## config.mk

```make
export PLATFORM = sky130hd
export DESIGN_NAME = debounce_multi
export DESIGN_NICKNAME = d
export VERILOG_FILES = /design/src/rtl/debounce_multi.sv
export SDC_FILE = /design/constraint.sdc
export NUM_CORES = 1
export LEC_CHECK = 0
export CAP_MARGIN = 0
export CORE_MARGIN = 4
export CORE_UTILIZATION = 50
export DETAILED_ROUTE_END_ITERATION = 6
export PLACE_DENSITY = 0.72
export SYNTH_ARGS = -nofsm -noshare
export SYNTH_HDL_FRONTEND = slang
export SYNTH_SLANG_ARGS = --single-unit
```

## constraint.sdc

```tcl
create_clock -name i_Clk -period 2.8 [get_ports i_Clk]
set_input_delay 0.56 -clock i_Clk [delete_from_list [all_inputs] [get_ports i_Clk]]
set_output_delay 0.56 -clock i_Clk [all_outputs]
set_load 0.03 [all_outputs]
```

## src/rtl/debounce_multi.sv

```systemverilog
// Multi-channel switch/button debouncer: per-channel synchroniser, stability counter,
// level output with rise/fall pulses. Define DEBOUNCE_MULTI_REPEAT_EN for hold-to-repeat.
module debounce_multi #(
  parameter int unsigned NUM_CH         = 4,
  parameter int unsigned DEBOUNCE_LIMIT = 2000000,
  parameter int unsigned SYNC_STAGES    = 2,
  parameter int unsigned REPEAT_DELAY   = 50000000,
  parameter int unsigned REPEAT_RATE    = 10000000
) (
  input  logic              i_Clk,
  input  logic              i_Rst_n,
  input  logic [NUM_CH-1:0] i_Switch,
  output logic [NUM_CH-1:0] o_Switch,
  output logic [NUM_CH-1:0] o_Rise,
  output logic [NUM_CH-1:0] o_Fall,
  output logic [NUM_CH-1:0] o_Repeat,
  output logic              o_Busy
);

  localparam int unsigned   CW     = $clog2(DEBOUNCE_LIMIT + 1);
  localparam logic [CW-1:0] CntMax = CW'(DEBOUNCE_LIMIT - 1);

  // Synchroniser chain; only the last stage feeds the debounce logic.
  logic [NUM_CH-1:0] sync_q [SYNC_STAGES];
  logic [NUM_CH-1:0] sync_s;

  always_ff @(posedge i_Clk) begin
    if (!i_Rst_n) begin
      for (int i = 0; i < int'(SYNC_STAGES); i++) begin
        sync_q[i] <= '0;
      end
    end else begin
      sync_q[0] <= i_Switch;
      for (int i = 1; i < int'(SYNC_STAGES); i++) begin
        sync_q[i] <= sync_q[i-1];
      end
    end
  end

  assign sync_s = sync_q[SYNC_STAGES-1];

  logic [CW-1:0]     cnt_q [NUM_CH];
  logic [CW-1:0]     cnt_d [NUM_CH];
  logic [NUM_CH-1:0] sw_q, sw_d;
  logic [NUM_CH-1:0] accept;
  logic [NUM_CH-1:0] rise_q, rise_d;
  logic [NUM_CH-1:0] fall_q, fall_d;
  logic              busy_q, busy_d;

  // A disagreeing sample advances the counter; any agreeing sample cancels the pending change.
  always_comb begin
    sw_d   = sw_q;
    accept = '0;
    busy_d = 1'b0;
    for (int n = 0; n < int'(NUM_CH); n++) begin
      cnt_d[n] = '0;
      if (sync_s[n] != sw_q[n]) begin
        if (cnt_q[n] == CntMax) begin
          accept[n] = 1'b1;
          sw_d[n]   = sync_s[n];
        end else begin
          cnt_d[n] = cnt_q[n] + 1'b1;
        end
      end
      busy_d = busy_d | (cnt_d[n] != '0);
    end
    rise_d = accept & sync_s;
    fall_d = accept & ~sync_s;
  end

  always_ff @(posedge i_Clk) begin
    if (!i_Rst_n) begin
      for (int n = 0; n < int'(NUM_CH); n++) begin
        cnt_q[n] <= '0;
      end
      sw_q   <= '0;
      rise_q <= '0;
      fall_q <= '0;
      busy_q <= 1'b0;
    end else begin
      for (int n = 0; n < int'(NUM_CH); n++) begin
        cnt_q[n] <= cnt_d[n];
      end
      sw_q   <= sw_d;
      rise_q <= rise_d;
      fall_q <= fall_d;
      busy_q <= busy_d;
    end
  end

  assign o_Switch = sw_q;
  assign o_Rise   = rise_q;
  assign o_Fall   = fall_q;
  assign o_Busy   = busy_q;

`ifdef DEBOUNCE_MULTI_REPEAT_EN
  localparam int unsigned   RepMax     = (REPEAT_DELAY > REPEAT_RATE) ? REPEAT_DELAY : REPEAT_RATE;
  localparam int unsigned   RW         = $clog2(RepMax + 1);
  localparam logic [RW-1:0] RepDelayM1 = RW'(REPEAT_DELAY - 1);
  localparam logic [RW-1:0] RepRateM1  = RW'(REPEAT_RATE - 1);

  logic [RW-1:0]     rep_q [NUM_CH];
  logic [RW-1:0]     rep_d [NUM_CH];
  logic [NUM_CH-1:0] rep_first_q, rep_first_d;
  logic [NUM_CH-1:0] repeat_q, repeat_d;

  // Count only while the level is high now and stays high next cycle, so a release
  // edge never coincides with a repeat pulse and a rise always restarts the delay.
  always_comb begin
    rep_first_d = '1;
    repeat_d    = '0;
    for (int n = 0; n < int'(NUM_CH); n++) begin
      rep_d[n] = '0;
      if (sw_q[n] && sw_d[n]) begin
        rep_first_d[n] = rep_first_q[n];
        if (rep_q[n] == (rep_first_q[n] ? RepDelayM1 : RepRateM1)) begin
          repeat_d[n]    = 1'b1;
          rep_first_d[n] = 1'b0;
        end else begin
          rep_d[n] = rep_q[n] + 1'b1;
        end
      end
    end
  end

  always_ff @(posedge i_Clk) begin
    if (!i_Rst_n) begin
      for (int n = 0; n < int'(NUM_CH); n++) begin
        rep_q[n] <= '0;
      end
      rep_first_q <= '1;
      repeat_q    <= '0;
    end else begin
      for (int n = 0; n < int'(NUM_CH); n++) begin
        rep_q[n] <= rep_d[n];
      end
      rep_first_q <= rep_first_d;
      repeat_q    <= repeat_d;
    end
  end

  assign o_Repeat = repeat_q;
`else
  logic unused_repeat_cfg;
  assign unused_repeat_cfg = ^{32'(REPEAT_DELAY), 32'(REPEAT_RATE)};
  assign o_Repeat = '0;
`endif

endmodule

```

Word-level counts from Yosys, hierarchy flattened
Memories as Yosys holds them, arrays and structs flattened.
Cells that the tools add are included.
- mux-type cells: 24
- $add $sub $neg: 4
- reduce and logical (&&, ||, !) cells: 8
- bitwise gates (word level): 12
- eq/ne operators: 8
- operators by type and width (operator ; number):
    $mux 21 ; 12
    $add 21x1->21 const B ; 4
    $eq 21x21->1 const B ; 4
    $reduce_bool 21->1 ; 4
    $mux 1 ; 10
    $or 1x1->1 ; 9
    $and 4x4->4 ; 2
    $mux 4 ; 2
    $reduce_and 2->1 ; 4
    $ne 1x1->1 ; 4
    $not 4->4 ; 1
- register bits: 13
- memories kept: 2
- bits in writable memories: 92
- input bits: 6
- memories (memory ; depth ; width ; read ports ; clocked after memory_dff ; wr ports ; line ; source):
    cnt_q ; 4 ; 21 ; 4 ; 0 ; 4 ; 42 ; logic [CW-1:0] cnt_q [NUM_CH];
    sync_q ; 2 ; 4 ; 2 ; 0 ; 2 ; 24 ; logic [NUM_CH-1:0] sync_q [SYNC_STAGES];

Longest topological paths before layout
An unclocked memory read counts as a cell.
- depth in word-level cells: 8
- gate-level depth with buffers: 9
- mapped depth without buffers: 8

Least setup slack after synthesis
No wires, ideal clock.
- path kind: register to register
- from: memory cnt_q[0][0] in the netlist's numbering
- to: register busy_q (netlist: o_Busy)
- clock period less this slack: 2.450 ns
- slack: 0.350 ns
- required time: 2.675 ns
- setup time: 0.125 ns
- data arrival time: 2.325 ns
- stages on the path, launching flop included: 9
- cell sequence: dfxtp_1 > ha_1 > and4_4 > nand4_4 > or3_4 > a32o_1 > a311oi_1 > nand4_1 > o41a_1
- RTL lines (element ; line ; source):
    from (decl) ; 42 ;
    to (signal assigned) ; 87 ; busy_q <= busy_d;
    to (decl) ; 48 ; logic busy_q, busy_d;

==> results <==
- The number of cells on the worst hold path is 1.
- The largest net degree at the start of global routing is 45.
- The net count reported at finish is 690.
- In the final layout, flip-flops and latches occupy 0.00210 mm².
- The number of filler cells placed in the layout is 1014.
- The number of port buffers is 18.
- Sorting the synthesized cells by how often they occur yields 105 x dfxtp_1, 97 x nor2_1, 48 x nand2_1, 46 x xnor2_1, 41 x xor2_1.
- In this run, synthesis inferred 0 flip-flops with an integrated enable.
- Counting I/O delays and the setup requirement, the final critical path takes 2.63 ns.
- The number of hold buffers added after cts is 0.
- At the pin with the least slew margin, the transition time is 0.519 ns.
- On the worst path, the slowest cell contributes a delay of 0.44 ns.
- The worst reg2reg path startpoint is cnt_q[0][0]$_SDFF_PN0_.
- The busiest layer in global routing is met2.
- The count of nets left with antenna violations after detail routing is 0.
- TritonCTS built the clock tree.
- Cells with a size suffix above 1 make up 8.05% of the layout.
- The clock latency on the worst-skew pair is 0.35 ns.
- Setup repair after global routing left no endpoint under its margin.
- In this run the horizontal extent of the chip is 115 µm.
- The number of antenna diodes in the final layout is 0.
- The most repeated cell in the gate-level netlist after synthesis is dfxtp_1.
- The final worst clock skew is 0.00803 ns.
- The number of distinct library cell variants in the gate-level netlist after synthesis is 67.
- For this design the ratio of total power to cell area is 447 mW/mm².
- The final count of hold timing violations is 0.
- The initial antenna violation count was 0.
- For the worst flop-to-flop path, the logic depth is 8.
- The number of global-route vias before repair is 4534.
- The layout overhead on the synthesized area is 9.77%.
- The final cycle utilization of the critical path is 94.1%.
- After synthesis, the share of flip-flops with an asynchronous set or reset is 0%.
- Setup violations remaining at the end of the flow were counted as 0.
- The clock buffer count from CTS is 9.
- The signal arrival time at the worst endpoint is 2.88 ns.
- The flow ran to the end, and the final reports show no timing, DRC or antenna violations.
- The final count of pins violating max slew was 0.
- Sequential elements use 36.6% of the synthesized area.
- The capture instance of the worst register-to-register path is o_Busy$_SDFF_PN0_.
- The final wirelength is 12.3 mm.
- Before antenna repair, the detailed router went through 5 iterations.
- The H-tree generated during clock tree synthesis spans 3 levels.
- Ranked by total cell area, the synthesized netlist is headed by dfxtp_1 37%, xnor2_1 7.0%, nor2_1 6.3%.
- The startpoint type of the worst setup path is a flop.
- The buffer count from post-CTS setup fixing is 0.
- The number of max-cap violations is 0.
- The routability congestion estimate from global placement is 0.920.
- VDD sags by at most 0.536 mV.
- For this run, the leading register cell type out of synthesis is dfxtp_1.
- In the final layout, the multi-input gates occupy 0.00338 mm².
- Data on the critical path is required at its endpoint by 3.04 ns.
- The total area inside the core boundary comes to 0.0110 mm².
- The number of gates resized after CTS was 0.
- In this run the mean area of a mapped cell was 8.42 µm².
- For hold timing, the worst endpoint is sync_q[0][5]$_SDFF_PN0_.
- Dividing the detail-routed wire length by the instance count gives 15.0 µm.
- The setup slack of the worst register-to-register path is 0.17 ns.
- For this run, the number of Yosys warnings is 0.
- Across all layers, the routed design uses 4775 vias.
- The met2 track demand over resource in global routing is 31.2%.
- For this run, global-route usage on met1 was measured as 26.3%.
- Summed over all failing endpoints, the final setup total negative slack is 0 ns.
- The floorplan die area is 0.0132 mm².
- The synthesized design devotes to its leading area cell type 36.6% of total area.
- The global routing met3 resource utilization is 6.11%.
- Summing every instance area after synthesis gives 0.00574 mm².
- The y dimension of the die is 115 µm.
- Along the worst path, the maximum fanout reaches 5.
- The floorplan row count is 38.
- The first-pass GRT wire length is 21.4 mm.
- Using the TritonRoute via totals, the vias-per-cell ratio works out to 5.80.
- The slowest stage of the critical path belongs to the cell or3_4.
- The count of pins on the block boundary is 23.
- The number of standard cells after synthesis is 681.
- Clock tree synthesis selected as its root buffer the cell clkbuf_16.
- The violation count after the first detailed-route iteration is 422.
- The leakage power is 2.12 nW.
- The worst max-slew margin expressed relative to the limit is 65.3%.
- The flip-flop and latch count after synthesis is 105.
- The maximum number of buffers from clock root to sink is 2.
- The starting density of the core is 52.0%.
- The register clock-pin slew on the reported worst setup and hold paths is 0.07 ns.
- The smallest setup slack after layout is 0.165 ns.
- The source of the worst hold timing path is sync_q[0][1]$_SDFF_PN0_.
- The HPWL after detailed placement is 8.80 mm.
- The final global-route overflow total is 0.
- The largest total area in the synthesized netlist belongs to dfxtp_1.
- The worst hold path belongs to the class flop to flop.
- For this run, design rule violations remaining after detail routing come to 0.
- Traced cell by cell, the critical path runs through ha_2, and4_4, nand4_4, or3_4, a32o_1, a311oi_1, nand4_1, o41a_1.
- Counting every sink on the clock net gives 105.
- The minimum setup slack after placement is 0.112 ns.
- The worst setup path is of the flop to flop kind.
- In the global route stage, overall resource usage came out at 19.8%.
- The top achievable clock speed is 380 MHz.
- STA classifies the critical path endpoint as a flop.
-- power breakdown --
| group | internal [mW] | switching (mW) |
|---|---|---|
| Sequential | 1.50 | 0.00716 |
| Combinational | 0.0255 | 0.0413 |
| Clock | 0.683 | 0.554 |
-- cells by family after synthesis --
group	Yosys count	share of synthesized area, %
compound gates	58	7.42
xor+xnor	87	13.3
fa+ha+maj	4	0.873
buf+inv	59	4.84
flops	105	36.6
mux	15	2.66
other cells	1	0.0654
simple gates	352	34.2
-- cell type report --
type / instances / share of cell area [%]
flip-flops and latches: 105 / 33.4
repair buffers: 34 / 4.97
clock inverters: 5 / 0.934
multi-input cells: 520 / 53.7
clock buffers: 9 / 3.58
well taps: 140 / 2.78
inverters: 10 / 0.596
-- routing by layer --
metal | part of all wire (%) | vias to the layer above | wire length [µm]
met3 | 6.4 | 19 | 786
met4 | 1.5 | 0 | 191
li1 | - | 2390 | -
met1 | 46 | 2223 | 5620
met5 | 0 | - | 0
met2 | 47 | 143 | 5740
-- stage by stage --
stage / util [%] / instances / power [mW] / hold WS, ns / cell area (µm²)
6_report: 57.1 / 823 / 2.81 / 0.435 / 6300
5_1_grt: 57.1 / 823 / 2.92 / 0.469 / 6300
3_3_place_gp: 54.3 / 809 / 1.61 / 0.413 / 5990
2_1_floorplan: - / 684 / 1.59 / 0.412 / 5750
3_5_place_dp: 54.3 / 809 / 1.61 / 0.424 / 5990
4_1_cts: 56.9 / 823 / 2.84 / 0.440 / 6280
-- worst max-delay path, delay by kind of cell, from the launching register on --
kind | cells | cell delay (ns)
compound gates | 3 | 0.93
fa+ha+maj | 1 | 0.24
simple gates | 4 | 0.94
flops | 1 | 0.39
-- cell usage in the layout (no fill, tap or decap), drive strengths merged, types with 18 or more instances in the layout --
| cell | instances |
|---|---|
| clkdlybuf4s50 | 18 |
| nor3 | 20 |
| nand2 | 48 |
| nand4 | 27 |
| xor2 | 41 |
| nor2 | 97 |
| and3 | 27 |
| nand3 | 41 |
| xnor2 | 46 |
| and2 | 20 |
| dfxtp | 105 |
-- how the worst max path moves through the flow --
stage,startpoint,to,slack (ns),cells after the start
2_1_floorplan,cnt_q[0][0]$_SDFF_PN0_,o_Busy$_SDFF_PN0_,0.35,8
3_3_place_gp,cnt_q[0][0]$_SDFF_PN0_,o_Busy$_SDFF_PN0_,0.23,8
3_5_place_dp,cnt_q[2][0]$_SDFF_PN0_,o_Busy$_SDFF_PN0_,0.11,8
4_1_cts,cnt_q[2][0]$_SDFF_PN0_,o_Busy$_SDFF_PN0_,0.1,8
5_1_grt,cnt_q[0][0]$_SDFF_PN0_,o_Busy$_SDFF_PN0_,0.005,8
6_report,cnt_q[0][0]$_SDFF_PN0_,o_Busy$_SDFF_PN0_,0.17,8
-- state kept, by name, indices dropped and copies added, names as in the netlist --
| signal | flops |
|---|---|
| sync_q | 8 |
| o_Rise | 4 |
| o_Busy | 1 |
| o_Switch | 4 |
| cnt_q | 84 |
| o_Fall | 4 |
Note: power is estimated with default switching activity, not from simulation.
